[src/rtl/ddr_channel_arbiter_n_pkg.sv]
// Shared types for the DDR channel arbiter: FSM states, arbitration modes
// and the owner-index width helper.
package mem_arb_pkg;

    localparam int ARB_FIXED = 0;
    localparam int ARB_RR    = 1;

    typedef enum logic [1:0] {
        IDLE  = 2'd0,
        ISSUE = 2'd1,
        WAIT  = 2'd2,
        RESP  = 2'd3
    } arb_state_e;

    function automatic int owner_w(input int n);
        return (n > 1) ? $clog2(n) : 1;
    endfunction

endpackage

[src/rtl/ddr_channel_arbiter_n_rr_arbiter.sv]
// Combinational grant picker: fixed priority (ch0 first) or round-robin
// starting at ptr_i and wrapping to channel 0.
module rr_arbiter
    import mem_arb_pkg::*;
#(
    parameter int NUM_CH   = 3,
    parameter int ARB_MODE = ARB_RR,
    localparam int OW      = owner_w(NUM_CH)
) (
    input  logic [NUM_CH-1:0] req_i,
    input  logic [OW-1:0]     ptr_i,
    output logic [NUM_CH-1:0] gnt_o,
    output logic [OW-1:0]     idx_o,
    output logic              any_o
);

    always_comb begin
        int c;
        c     = 0;
        gnt_o = '0;
        idx_o = '0;
        any_o = 1'b0;
        for (int i = 0; i < NUM_CH; i++) begin
            c = (ARB_MODE == ARB_RR) ? int'(ptr_i) + i : i;
            if (c >= NUM_CH) c = c - NUM_CH;
            if (!any_o && req_i[c]) begin
                any_o    = 1'b1;
                gnt_o[c] = 1'b1;
                idx_o    = OW'(c);
            end
        end
    end

endmodule

[src/rtl/ddr_channel_arbiter_n.sv]
// N-channel arbiter in front of a single DDR port; owns the port for one
// transaction at a time and routes completion and read data to the owner.
module ddr_channel_arbiter_n
    import mem_arb_pkg::*;
#(
    parameter int                NUM_CH        = 3,
    parameter int                IDX_W         = 19,
    parameter int                DATA_W        = 64,
    parameter int                BURST_W       = 512,
    parameter int                ARB_MODE      = ARB_RR,
    parameter logic [NUM_CH-1:0] CH_BURST_MASK = 'b001
) (
    input  logic                     clock,
    input  logic                     reset,
    input  logic [NUM_CH-1:0]        ch_index_valid,
    input  logic [NUM_CH*IDX_W-1:0]  ch_index,
    input  logic [NUM_CH-1:0]        ch_write_enable,
    input  logic [NUM_CH*DATA_W-1:0] ch_write_mask,
    input  logic [NUM_CH*DATA_W-1:0] ch_write_data,
    output logic [NUM_CH-1:0]        ch_index_ready,
    output logic [NUM_CH-1:0]        ch_operation_done,
    output logic [BURST_W-1:0]       ch_read_data,
    output logic                     ddr_chip_enable,
    output logic [IDX_W-1:0]         ddr_index,
    output logic                     ddr_write_enable,
    output logic                     ddr_burst_mode,
    output logic [DATA_W-1:0]        ddr_write_mask,
    output logic [DATA_W-1:0]        ddr_write_data,
    input  logic [BURST_W-1:0]       ddr_read_data,
    input  logic                     ddr_operation_done,
    input  logic                     ddr_ready
);

    localparam int OW = owner_w(NUM_CH);

    arb_state_e          state_q, state_d;
    logic [OW-1:0]       ptr_q, ptr_d;
    logic [OW-1:0]       owner_q, owner_d;
    logic [IDX_W-1:0]    idx_q, idx_d;
    logic                we_q, we_d;
    logic                burst_q, burst_d;
    logic [DATA_W-1:0]   mask_q, mask_d;
    logic [DATA_W-1:0]   wdata_q, wdata_d;
    logic [BURST_W-1:0]  rdata_q, rdata_d;
    logic                ce_q, ce_d;
    logic [NUM_CH-1:0]   done_q, done_d;

    logic [NUM_CH-1:0]   gnt;
    logic [OW-1:0]       gidx;
    logic                any_req;
    logic                accept;

    rr_arbiter #(
        .NUM_CH   (NUM_CH),
        .ARB_MODE (ARB_MODE)
    ) u_arb (
        .req_i (ch_index_valid),
        .ptr_i (ptr_q),
        .gnt_o (gnt),
        .idx_o (gidx),
        .any_o (any_req)
    );

    // The accept strobe is the only combinational output.
    assign accept         = (state_q == IDLE) && any_req && ddr_ready && !reset;
    assign ch_index_ready = accept ? gnt : '0;

    always_comb begin
        state_d = state_q;
        ptr_d   = ptr_q;
        owner_d = owner_q;
        idx_d   = idx_q;
        we_d    = we_q;
        burst_d = burst_q;
        mask_d  = mask_q;
        wdata_d = wdata_q;
        rdata_d = rdata_q;
        ce_d    = 1'b0;
        done_d  = '0;
        unique case (state_q)
            IDLE: begin
                if (accept) begin
                    owner_d = gidx;
                    idx_d   = ch_index[int'(gidx)*IDX_W +: IDX_W];
                    mask_d  = ch_write_mask[int'(gidx)*DATA_W +: DATA_W];
                    wdata_d = ch_write_data[int'(gidx)*DATA_W +: DATA_W];
                    burst_d = CH_BURST_MASK[gidx];
                    we_d    = ch_write_enable[gidx] & ~CH_BURST_MASK[gidx];
                    ce_d    = 1'b1;
                    state_d = ISSUE;
                end
            end
            ISSUE: state_d = WAIT;
            WAIT: begin
                if (ddr_operation_done) begin
                    rdata_d         = ddr_read_data;
                    done_d[owner_q] = 1'b1;
                    state_d         = RESP;
                end
            end
            RESP: begin
                ptr_d   = (owner_q == OW'(NUM_CH-1)) ? '0 : owner_q + 1'b1;
                state_d = IDLE;
            end
            default: state_d = IDLE;
        endcase
    end

    always_ff @(posedge clock) begin
        if (reset) begin
            state_q <= IDLE;
            ptr_q   <= '0;
            owner_q <= '0;
            idx_q   <= '0;
            we_q    <= 1'b0;
            burst_q <= 1'b0;
            mask_q  <= '0;
            wdata_q <= '0;
            rdata_q <= '0;
            ce_q    <= 1'b0;
            done_q  <= '0;
        end else begin
            state_q <= state_d;
            ptr_q   <= ptr_d;
            owner_q <= owner_d;
            idx_q   <= idx_d;
            we_q    <= we_d;
            burst_q <= burst_d;
            mask_q  <= mask_d;
            wdata_q <= wdata_d;
            rdata_q <= rdata_d;
            ce_q    <= ce_d;
            done_q  <= done_d;
        end
    end

    assign ch_operation_done = done_q;
    assign ch_read_data      = rdata_q;
    assign ddr_chip_enable   = ce_q;
    assign ddr_index         = idx_q;
    assign ddr_write_enable  = we_q;
    assign ddr_burst_mode    = burst_q;
    assign ddr_write_mask    = mask_q;
    assign ddr_write_data    = wdata_q;

endmodule

[config.mk]
export PLATFORM = sky130hd
export DESIGN_NAME = ddr_channel_arbiter_n
export DESIGN_NICKNAME = d
export VERILOG_FILES = /design/src/rtl/ddr_channel_arbiter_n_pkg.sv /design/src/rtl/ddr_channel_arbiter_n_rr_arbiter.sv /design/src/rtl/ddr_channel_arbiter_n.sv
export SDC_FILE = /design/constraint.sdc
export NUM_CORES = 2
export LEC_CHECK = 0
export ABC_AREA = 1
export BUFFER_PORTS_ARGS = -buffer_cell sky130_fd_sc_hd__clkbuf_2
export CAP_MARGIN = 30
export CORE_AREA = 2 2 644 646
export DETAILED_ROUTE_END_ITERATION = 8
export DIE_AREA = 0 0 646 648
export PLACE_DENSITY = 0.3
export SLEW_MARGIN = 10
export SYNTH_ARGS = -nofsm -noshare
export SYNTH_HDL_FRONTEND = slang
export SYNTH_SLANG_ARGS = --single-unit
[constraint.sdc]
create_clock -name clock -period 4.5 [get_ports clock]
set_input_delay 0.9 -clock clock [delete_from_list [all_inputs] [get_ports clock]]
set_output_delay 0.9 -clock clock [all_outputs]
set_load 0.02 [all_outputs]
==> flow_summary.rst <==
.. list-table::
   :header-rows: 1

   * - Metric
     - Value
   * - Placeable core area
     - 411900 um2
   * - Leakage Power
     - approximately 20 nW
   * - Min Tclk post-route
     - a little over 4 ns
   * - Global route total overflow
     - 0
   * - Final setup fails
     - 0
   * - Count of distinct cell types in the synthesized netlist
     - 31
   * - Number of global-route vias before repair
     - roughly 32000
   * - Number of antenna violations at the first check in global routing
     - approximately 280
   * - Row count
     - 236
   * - Placed Instances
     - roughly 11000
   * - Per-cell routed wire length
     - approximately 27 um
   * - Clock slew at the register clock pins of the worst setup and hold paths
     - 0.06 ns
   * - Global-route wire length before repair
     - about 370 mm
   * - Final cell count without fillers
     - between 10000 and 15000
   * - Count of TritonRoute iterations in the first routing pass
     - 5
   * - Gate count of the mapped netlist
     - between 3000 and 4000
   * - Die width
     - 646 um
   * - Result of the run
     - finished clean
   * - Max-slew violations
     - 0
   * - Sinks on Clock Net
     - 671
   * - Routability congestion estimate from global placement
     - ~0.86
   * - Detailed placement HPWL
     - around 260 mm
   * - Cell area after synthesis
     - ~28000 um2
   * - Max-cap violations
     - 0
   * - Flip-flop and latch count after synthesis
     - about 670
   * - Total routing usage reported by global routing
     - 13.71%
   * - Inserted Clock Buffers
     - 107
   * - Remaining number of nets flagged by the antenna check after routing
     - 0
   * - Setup slack of the critical path after layout
     - between 0.4 and 0.5 ns
   * - Share of the synthesized area in the top cell type
     - a little under half
   * - Vias per cell
     - a little under 3
   * - Largest net degree at the start of global routing
     - ~120
   * - Worst path arrival time
     - roughly 3.1 ns
   * - Final clock period utilization by the worst path
     - 89.73%
   * - Total vias in the final route
     - 32210
   * - Later-pin clock latency in the skew report
     - between 0.9 and 1 ns
   * - Fmax
     - between 200 and 250 MHz
   * - Count of warnings emitted by yosys
     - 0
   * - Library cell with the largest summed area after synthesis
     - sky130_fd_sc_hd__dfxtp_1
   * - Area Overhead vs Synth
     - 64.34%
   * - RSZ-0062 raised after global routing
     - false
   * - Number of placed I/O pins
     - ~1600
   * - Slew of the pin with the lowest slew margin
     - about 1.0 ns
   * - Detailed Route WL
     - roughly 300 mm
   * - Design area
     - between 40000 and 50000 um2
   * - Quantity of hold-fixing buffers added after cts
     - 0
   * - Top cells by area, synth
     - sky130_fd_sc_hd__dfxtp_1, sky130_fd_sc_hd__nor2_1, sky130_fd_sc_hd__o21ai_0, sky130_fd_sc_hd__o211ai_2, sky130_fd_sc_hd__nand2_1
   * - Clock root buffer master
     - sky130_fd_sc_hd__clkbuf_16
   * - Final #Nets
     - ~6300
   * - Minimum setup slack after placement
     - approximately 0.58 ns
   * - Crit end category
     - output port
   * - Share of final-layout standard cells stronger than drive strength 1
     - between 30% and 40%
   * - Layout Utilization
     - between 10% and 20%
   * - Height of the die
     - roughly 650 um
   * - Synth Net Count
     - approximately 4800
   * - CTS H-tree depth
     - 3
   * - Largest voltage drop on the vdd net
     - roughly 310 uV
   * - Seq/Total Area, Yosys
     - between 40% and 50%
   * - Worst path required time
     - about 3.6 ns
   * - Buffers added on ports
     - 1630
   * - Setup tns final
     - 0 ns
   * - Class of the most critical hold timing path
     - input pin to register
   * - Mean instance size in the synthesized netlist
     - ~7.4 um2
   * - Effective utilization at floorplan
     - between 6 and 7%
   * - Final hold violations
     - 0
   * - Critical-path maximum fanout
     - 29
   * - Post-Place Cell Area
     - about 43000 um2
   * - Residual DRC
     - 0
   * - Clk_skew
     - about 0.069 ns
   * - Number of DRC violations after detailed-routing iteration 0
     - roughly 1400
   * - Die area
     - roughly 420000 um2
   * - Maximum root-to-sink buffer count
     - 4
   * - Crit start category
     - register
   * - Power per cell area
     - about 560 nW/um2
   * - Crit path kind
     - register to output port
   * - Clock tree from TritonCTS
     - yes
   * - Slew Limit Headroom
     - between 30 and 40%
==> synth_stat cells, drive strengths merged <==
library cell / count
a211oi: 2
a21boi: 135
a21oi: 155
buf: 83
clkbuf: 198
dfxtp: 671
ha: 8
inv: 315
nand2: 334
nand3: 13
nand4: 2
nor2: 1207
nor3: 2
o211ai: 146
o21ai: 520
o22ai: 1
o31a: 1
==> layer usage <==
metal	up-vias	share of wire [%]	track usage [%]
li1	15250	-	-
met4	100	3.4	3.885
met3	610	14	8.123
met1	14810	31	12.25
met2	1453	52	25.71
met5	-	0.22	0
==> stage by stage <==
step / hold WS, ns / power, W
after global routing: 0.1664 / 0.02773
after global placement: 0.4637 / 0.01789
final: 0.2405 / 0.02594
after CTS: 0.1210 / 0.02693
after floorplan: 0.4200 / 0.01292
after detailed placement: 0.4702 / 0.01785
==> logic make-up (layout without fill, tap and decap cells) <==
group           after synthesis  after routing  share of synthesized area [%]
compound gates              960            960                          21.44
flops                       671            671                          47.85
buf+inv                     596           2196                          9.256
fa+ha+maj                     8              8                         0.3565
simple gates               1558           1558                          21.11
other cells                   0             65                              0
==> area by class of cell <==
class                   instances  area (um2)
clock buffers                 150        3040
repair buffers               1699        8982
multi-input cells            2526       12080
well taps                    5474        6849
fillers                     48450      365800
diodes                         65       162.7
inverters                     315        1202
flip-flops and latches        671       13430
clock inverters                32       386.6
==> timing repair <==
| action | in CTS | in global routing |
|---|---|---|
| resized for setup | 1 | 0 |
| endpoints found under the setup margin | 1 | 0 |
| setup buffers | 0 | 0 |
==> worst max-delay path: stages, from the launching register on <==
cell and delay (ns):
sky130_fd_sc_hd__dfxtp_1 0.38, sky130_fd_sc_hd__inv_1 0.08, sky130_fd_sc_hd__ha_1 0.42, sky130_fd_sc_hd__inv_2 0.09, sky130_fd_sc_hd__nand3_1 0.09, sky130_fd_sc_hd__nand2_1 0.10
sky130_fd_sc_hd__nand2_2 0.11, sky130_fd_sc_hd__inv_2 0.03, sky130_fd_sc_hd__nand2_1 0.14, sky130_fd_sc_hd__nand2_8 0.23, sky130_fd_sc_hd__a21oi_2 0.34, sky130_fd_sc_hd__clkbuf_2 0.27
==> power by group <==
group	total [W]	internal [W]	switching (W)
clock network	0.00865	0.00502	0.00363
registers	0.00773	0.00709	0.000639
logic	0.00956	0.00259	0.00697
total	0.0259	0.0147	0.0112
==> registers in the layout, indices dropped and copies added, names as in the netlist <==
name,count
ddr_index,19
ch_operation_done,3
ddr_write_enable,1
ddr_write_data,64
ddr_chip_enable,1
ch_read_data,512
ddr_burst_mode,1
state_q,2
owner_q,2
ptr_q,2
ddr_write_mask,64
==> path summary, 6_finish.rpt <==
path                       from            endpoint  slack, ns  cells after the start
max                    ptr_q[0]   ch_index_ready[2]       0.46                     11
min          ddr_read_data[113]   ch_read_data[113]       0.24                      3
max reg2reg            ptr_q[0]  ddr_write_mask[44]       1.24                     14
min reg2reg   ch_read_data[239]   ch_read_data[239]       0.48                      2
==> cells in the final DEF, fill, tap and decap left out, types with 3 or more instances in the layout <==
master / instances
sky130_fd_sc_hd__nand2_4: 3
sky130_fd_sc_hd__diode_2: 65
sky130_fd_sc_hd__a21boi_0: 90
sky130_fd_sc_hd__dfxtp_1: 671
sky130_fd_sc_hd__clkinv_4: 5
sky130_fd_sc_hd__clkbuf_2: 1629
sky130_fd_sc_hd__buf_4: 45
sky130_fd_sc_hd__o211ai_1: 46
sky130_fd_sc_hd__a21boi_1: 45
sky130_fd_sc_hd__inv_1: 309
sky130_fd_sc_hd__a21oi_1: 154
sky130_fd_sc_hd__clkinv_2: 13
sky130_fd_sc_hd__buf_12: 24
sky130_fd_sc_hd__o21ai_0: 519
sky130_fd_sc_hd__bufinv_16: 6
sky130_fd_sc_hd__clkbuf_16: 108
sky130_fd_sc_hd__ha_1: 8
sky130_fd_sc_hd__o211ai_2: 100
sky130_fd_sc_hd__inv_6: 4
sky130_fd_sc_hd__nor2_1: 1205
sky130_fd_sc_hd__nand2_1: 327
sky130_fd_sc_hd__nand3_1: 12
sky130_fd_sc_hd__inv_2: 3
sky130_fd_sc_hd__clkbuf_1: 24
sky130_fd_sc_hd__clkbuf_8: 18
Power figures use the tool's default switching activity.
